## config.mk

```make
export PLATFORM = sky130hd
export DESIGN_NAME = dna_id_matcher_flat
export DESIGN_NICKNAME = d
export VERILOG_FILES = /design/src/rtl/dna_id_matcher_if.sv /design/src/rtl/dna_id_matcher.sv /design/src/flat_wrapper.sv
export SDC_FILE = /design/constraint.sdc
export NUM_CORES = 1
export LEC_CHECK = 0
export ABC_AREA = 0
export CAP_MARGIN = 20
export CORE_ASPECT_RATIO = 1.5
export CORE_MARGIN = 3
export CORE_UTILIZATION = 44
export DETAILED_ROUTE_END_ITERATION = 8
export HOLD_SLACK_MARGIN = 0.12
export PLACE_DENSITY = 0.88
export SYNTH_ARGS = -nofsm -noshare
export SYNTH_HDL_FRONTEND = slang
export SYNTH_SLANG_ARGS = --single-unit
```

## constraint.sdc

```tcl
create_clock -name clk -period 6.1 [get_ports clk]
set_input_delay 1.22 -clock clk [delete_from_list [all_inputs] [get_ports clk]]
set_output_delay 1.22 -clock clk [all_outputs]
set_load 0.05 [all_outputs]
```

## src/rtl/dna_id_matcher_if.sv

```systemverilog
// dna_id_matcher_if: bus between the ID matcher, its serial ID source and the boot logic
// Parameters: DNA_WIDTH identifier bits, NUM_IDS expected slots, IDX_W match index width
// Requester side: start, expected_ids, id_enable. Source side: dna_read, dna_shift, dna_dout.
// Results: busy, done, match, match_idx, dna_value.
// slave is the matcher's view; master is the view of whatever surrounds it.
interface dna_id_matcher_if #(
  parameter int DNA_WIDTH = 57,
  parameter int NUM_IDS   = 4,
  parameter int IDX_W     = (NUM_IDS > 1) ? $clog2(NUM_IDS) : 1
);
  logic                         start;
  logic [NUM_IDS*DNA_WIDTH-1:0] expected_ids;
  logic [NUM_IDS-1:0]           id_enable;
  logic                         dna_read;
  logic                         dna_shift;
  logic                         dna_dout;
  logic                         busy;
  logic                         done;
  logic                         match;
  logic [IDX_W-1:0]             match_idx;
  logic [DNA_WIDTH-1:0]         dna_value;
  modport slave (
    input  start, expected_ids, id_enable, dna_dout,
    output dna_read, dna_shift, busy, done, match, match_idx, dna_value
  );
  modport master (
    output start, expected_ids, id_enable, dna_dout,
    input  dna_read, dna_shift, busy, done, match, match_idx, dna_value
  );
endinterface

```

## src/rtl/dna_id_matcher.sv

```systemverilog
// dna_id_matcher: reads a serial device identifier and matches it against enabled expected IDs
// Ports: clk, reset_n (async active-low), bus (dna_id_matcher_if.slave).
// Reads automatically once after reset and again on start in IDLE/DONE.
// DNA_LOCK_EN: when defined, the first result is frozen and start is ignored until reset.
module dna_id_matcher #(
  parameter int DNA_WIDTH = 57,
  parameter int NUM_IDS   = 4,
  parameter int IDX_W     = (NUM_IDS > 1) ? $clog2(NUM_IDS) : 1
) (
  input logic              clk,
  input logic              reset_n,
  dna_id_matcher_if.slave  bus
);
  localparam int CW = $clog2(DNA_WIDTH);
`ifdef DNA_LOCK_EN
  localparam bit LOCK = 1'b1;
`else
  localparam bit LOCK = 1'b0;
`endif
  typedef enum logic [2:0] {IDLE, LOAD, SHIFT, COMPARE, DONE} state_t;
  state_t               state_q, state_d;
  logic                 pend_q, pend_d;
  logic [CW-1:0]        cnt_q, cnt_d;
  logic [DNA_WIDTH-1:0] val_q, val_d;
  logic                 match_q, match_d;
  logic [IDX_W-1:0]     idx_q, idx_d;
  logic                 hit_any;
  logic [IDX_W-1:0]     hit_idx;
  logic                 go;
  // Scanning from the top down leaves the lowest matching slot as the winner.
  always_comb begin
    hit_any = 1'b0;
    hit_idx = '0;
    for (int i = NUM_IDS - 1; i >= 0; i--)
      if (bus.id_enable[i] && bus.expected_ids[i*DNA_WIDTH +: DNA_WIDTH] == val_q) begin
        hit_any = 1'b1;
        hit_idx = IDX_W'(i);
      end
  end
  assign go = (state_q == IDLE && (pend_q || bus.start)) || (state_q == DONE && bus.start && !LOCK);
  always_comb begin
    state_d = state_q;
    pend_d  = pend_q;
    cnt_d   = cnt_q;
    val_d   = val_q;
    match_d = match_q;
    idx_d   = idx_q;
    if (go) begin
      state_d = LOAD;
      pend_d  = 1'b0;
      val_d   = '0;
      match_d = 1'b0;
      idx_d   = '0;
    end else begin
      case (state_q)
        LOAD: begin
          state_d = SHIFT;
          cnt_d   = '0;
        end
        SHIFT: begin
          val_d   = {val_q[DNA_WIDTH-2:0], bus.dna_dout};
          cnt_d   = cnt_q + 1'b1;
          state_d = (cnt_q == CW'(DNA_WIDTH - 1)) ? COMPARE : SHIFT;
        end
        COMPARE: begin
          match_d = hit_any;
          idx_d   = hit_idx;
          state_d = DONE;
        end
        default: state_d = state_q;
      endcase
    end
  end
  always_ff @(posedge clk or negedge reset_n)
    if (!reset_n) begin
      state_q <= IDLE;
      pend_q  <= 1'b1;
      cnt_q   <= '0;
      val_q   <= '0;
      match_q <= 1'b0;
      idx_q   <= '0;
    end else begin
      state_q <= state_d;
      pend_q  <= pend_d;
      cnt_q   <= cnt_d;
      val_q   <= val_d;
      match_q <= match_d;
      idx_q   <= idx_d;
    end
  // Strobes decode straight from the state register, so they are mutually exclusive and reset async.
  assign bus.dna_read  = state_q == LOAD;
  assign bus.dna_shift = state_q == SHIFT;
  assign bus.busy      = state_q == LOAD || state_q == SHIFT || state_q == COMPARE;
  assign bus.done      = state_q == DONE;
  assign bus.match     = match_q;
  assign bus.match_idx = idx_q;
  assign bus.dna_value = val_q;
endmodule

```

## src/flat_wrapper.sv

```systemverilog
// flat-port wrapper written by rule: the top's interface ports become plain ports
module dna_id_matcher_flat 
#(
  parameter int DNA_WIDTH = 57,
  parameter int NUM_IDS   = 4,
  parameter int IDX_W     = (NUM_IDS > 1) ? $clog2(NUM_IDS) : 1
)
  (clk, reset_n, bus_start, bus_expected_ids, bus_id_enable, bus_dna_dout, bus_dna_read, bus_dna_shift, bus_busy, bus_done, bus_match, bus_match_idx, bus_dna_value);
  dna_id_matcher_if #(.DNA_WIDTH(DNA_WIDTH), .NUM_IDS(NUM_IDS), .IDX_W(IDX_W)) bus_i ();
  input logic clk;
  input logic reset_n;
  input wire logic [$bits(bus_i.start)-1:0] bus_start;
  input wire logic [$bits(bus_i.expected_ids)-1:0] bus_expected_ids;
  input wire logic [$bits(bus_i.id_enable)-1:0] bus_id_enable;
  input wire logic [$bits(bus_i.dna_dout)-1:0] bus_dna_dout;
  output wire logic [$bits(bus_i.dna_read)-1:0] bus_dna_read;
  output wire logic [$bits(bus_i.dna_shift)-1:0] bus_dna_shift;
  output wire logic [$bits(bus_i.busy)-1:0] bus_busy;
  output wire logic [$bits(bus_i.done)-1:0] bus_done;
  output wire logic [$bits(bus_i.match)-1:0] bus_match;
  output wire logic [$bits(bus_i.match_idx)-1:0] bus_match_idx;
  output wire logic [$bits(bus_i.dna_value)-1:0] bus_dna_value;
  assign bus_i.start = bus_start;
  assign bus_i.expected_ids = bus_expected_ids;
  assign bus_i.id_enable = bus_id_enable;
  assign bus_i.dna_dout = bus_dna_dout;
  assign bus_dna_read = bus_i.dna_read;
  assign bus_dna_shift = bus_i.dna_shift;
  assign bus_busy = bus_i.busy;
  assign bus_done = bus_i.done;
  assign bus_match = bus_i.match;
  assign bus_match_idx = bus_i.match_idx;
  assign bus_dna_value = bus_i.dna_value;
  dna_id_matcher #(.DNA_WIDTH(DNA_WIDTH), .NUM_IDS(NUM_IDS), .IDX_W(IDX_W)) u_core (.clk(clk), .reset_n(reset_n), .bus(bus_i));
endmodule
```

==> results.toml <==
[status]
status = "finished, final reports clean"

[synthesis]
synth-compound-area-share_pct = 10.95
synthAdderAreaFrac_pct = 0.4406
yosysTopAreaCell = "dfrtp_1"
synth_most_common_cell = "nand2_1"
syn_area_per_cell_sq_um = 8.021
yosys_most_used_dff = "dfrtp_1"
synth_warnings = 0
synthSimpleGateAreaFrac_pct = 20.05
async_flop_share_pct = 100.0
synth-edff-count = 0
syn_area_sq_mm = 0.005679
synthDistinctLibCells = 45
synth_cells = 708
syn_nets = 946
synth_commonest_cells = "nand2_1 (121), xor2_1 (101), xnor2_1 (97)"
synth-seq-cells = 70
synth_top_family_by_area = "XOR/XNOR gates"
yosys.area.top_type_share_pct = 30.40
ys_seq_area_share_pct = 30.87
synth_area_leaders = "dfrtp_1 (30%), xor2_1 (16%), xnor2_1 (15%)"
muxShareOfSynthArea_pct = 0
synth-xor-area-share_pct = 30.54

[global_routing]
grt_max_degree = 71
antenna_found_initial = 1
track_usage_pct = 35.33
grt_pass1_vias = 6535
grt_pass1_wl_um = 38300
grt_overflow = 0

[clocking]
clk_path_buf_depth = 2
clock_latency_ns = 0.33
cts_root_buf = "clkbuf_16"
cts_tree = "yes"
path_clk_slew_ns = 0.06
htree_levels = 3
cts_resized = 0
cts_buffers = 9
cts_sinks = 70
cts_setup_buffers = 0
postCtsHoldBufs = 0

[finish]
fill_cells = 971
fin_cells = 1107
postLayoutCoreUtil_pct = 70.64
antenna_cells = 0
fin_area_sq_mm = 0.008882
fin_nets = 1185
area_delta_synth_final_pct = 56.40
drive_above_1_share_pct = 2.524

[drt]
wirelength_um = 25960
dr.first_iter.drc_count = 482
first_pass_iters = 5
drc = 0
vias = 6339
vias_per_cell = 5.726
drtAntennaViolNets = 0
wl_per_cell_um = 23.45

[placed_design]
dpl_cell_area_sq_mm = 0.008586
place_inst = 1091
port_buffers = 299
dp_hpwl_um = 19980
place_congestion = 1.005

[sta]
skew_ns = 0.007007
relSlewSlack_pct = 39.60
finalHoldViolations = 0
period_share_pct = 61.97
slew_viol_final = 0
fin_setup_tns_ns = 0
rsz0062_at_grt = "no"
worst_slew_pin_slew_ns = 0.9060
period_minus_slack_ns = 3.780
fmax_mhz = 264.5
setup_viol = 0
hold_ws_ns = 0.4961

[critical_path]
path_cells = "nor2_1 -> nand2_2 -> inv_2 -> buf_4 -> clkdlybuf4s50_1"
cp-end-kind = "primary output"
startpoint_type = "register"
rrSetupSlack_ns = 3.27
crit_buf_inv = 3
cpMaxStageDelayCell = "clkdlybuf4s50_1"
cpPeakStageDelay_ns = 0.94
worstPathMaxFanout = 63
arrival_ns = 2.56
crit_required_ns = 4.88
crit_type = "register to primary output"
cp_top_family = "buffers and inverters"

[floorplan]
core_sq_mm = 0.01257
die_width_um = 98.76
fp.dieH_um = 145.1
pin_count = 300
rows = 50
dieArea_sq_mm = 0.01433
initial_utilization_pct = 45.16

[power]
p_leak_nw = 3.465
swShare_pct = 21.79
peakVddDrop_v = 0.0001591
p_switching_mw = 0.2602
p_int_mw = 0.9335
pwr_density_cell_mw_per_mm2 = 134.4
comb_power_share_pct = 21.2
pwr-share-seq_pct = 38.9
p_clk_share_pct = 39.9

[flow_run]
max-cap-violations = 0

[worst_hold_path]
min_path_type = "register to register"
## worst register-to-register path: stages (launching register included)
cell and delay [ns]:
dfrtp_1 0.55, xor2_1 0.24, nor4_1 0.76, nand4_1 0.19, or4_1 0.55, o32a_1 0.20
nor4b_4 0.14, a21oi_2 0.13
## cells by family after synthesis
family	after synthesis
adder cells (fa/ha/maj)	2
XOR/XNOR	198
AND/OR/NAND/NOR	230
AO/OA/AOI/OAI	105
flip-flops	70
buffers and inverters	103
## registers in the layout, summed over array words and instances, names as in the netlist
register              flops
u_core.cnt_q              6
u_core.bus.dna_value     57
u_core.state_q            3
u_core.bus.match          1
u_core.bus.match_idx      2
u_core.pend_q             1
## power groups by stage
stage / sequential (mW) / clock [mW] / combinational (mW)
CTS: 0.465 / 0.480 / 0.253
global placement: 0.473 / 0 / 0.247
floorplan: 0.473 / 0 / 0.0632
finish: 0.465 / 0.476 / 0.253
global route: 0.464 / 0.499 / 0.269
detailed placement: 0.473 / 0 / 0.251
## placed cells by master (no fill, tap or decap), types with 5 or more instances in the layout
cell and n:
nor2_1 11, nand2b_1 6, a21oi_1 65, o21ai_0 11
xnor2_1 97, dfrtp_1 69, xor2_1 101, nor2b_1 9
o22ai_1 5, nand4_1 34, clkdlybuf4s50_1 298, nor4_1 30
o221ai_1 5, nand3_1 6, inv_1 28, nand2_1 120
clkbuf_16 9
## stage by stage
stage / worst slack, ns / total power [mW]
floorplan: 3.285 / 0.5362
global placement: 2.311 / 0.7199
global route: 2.206 / 1.232
detailed placement: 2.361 / 0.7243
CTS: 2.334 / 1.198
finish: 2.320 / 1.194
## cell type report
cell class	count	area, sq um	area share (%)
clock buffer	14	264.0	2.972
clock inverter	1	5.005	0.05635
timing repair buffer	302	3033	34.15
multi-input combinational	535	3523	39.67
tap	156	195.2	2.197
sequential	70	1753	19.74
inverter	29	108.9	1.226
## metal layers
metal  up-vias  track usage [%]  wire length [um]
met4         2            17.57              1266
met3        81            7.600              2533
li1       2819                -                 -
met2       457            61.07             13100
met1      2980            40.43              9033
met5         -                0                31
## worst paths after layout
check	endpoint	depth (start not counted)	startpoint
worst min register to register	u_core.pend_q$_DFFE_PN1P_	1	u_core.pend_q$_DFFE_PN1P_
worst max register to register	u_core.bus.match$_DFFE_PN0P_	7	u_core.bus.dna_value[47]$_DFFE_PN0P_
min in group asynchronous	u_core.bus.dna_value[0]$_DFFE_PN0P_	1	reset_n
max in group asynchronous	u_core.bus.dna_value[15]$_DFFE_PN0P_	1	reset_n
worst max-delay path	bus_dna_shift	5	u_core.state_q[0]$_DFFE_PN0P_
worst min-delay path	u_core.pend_q$_DFFE_PN1P_	1	u_core.pend_q$_DFFE_PN1P_
No activity file was read; power rests on OpenSTA's default activity.
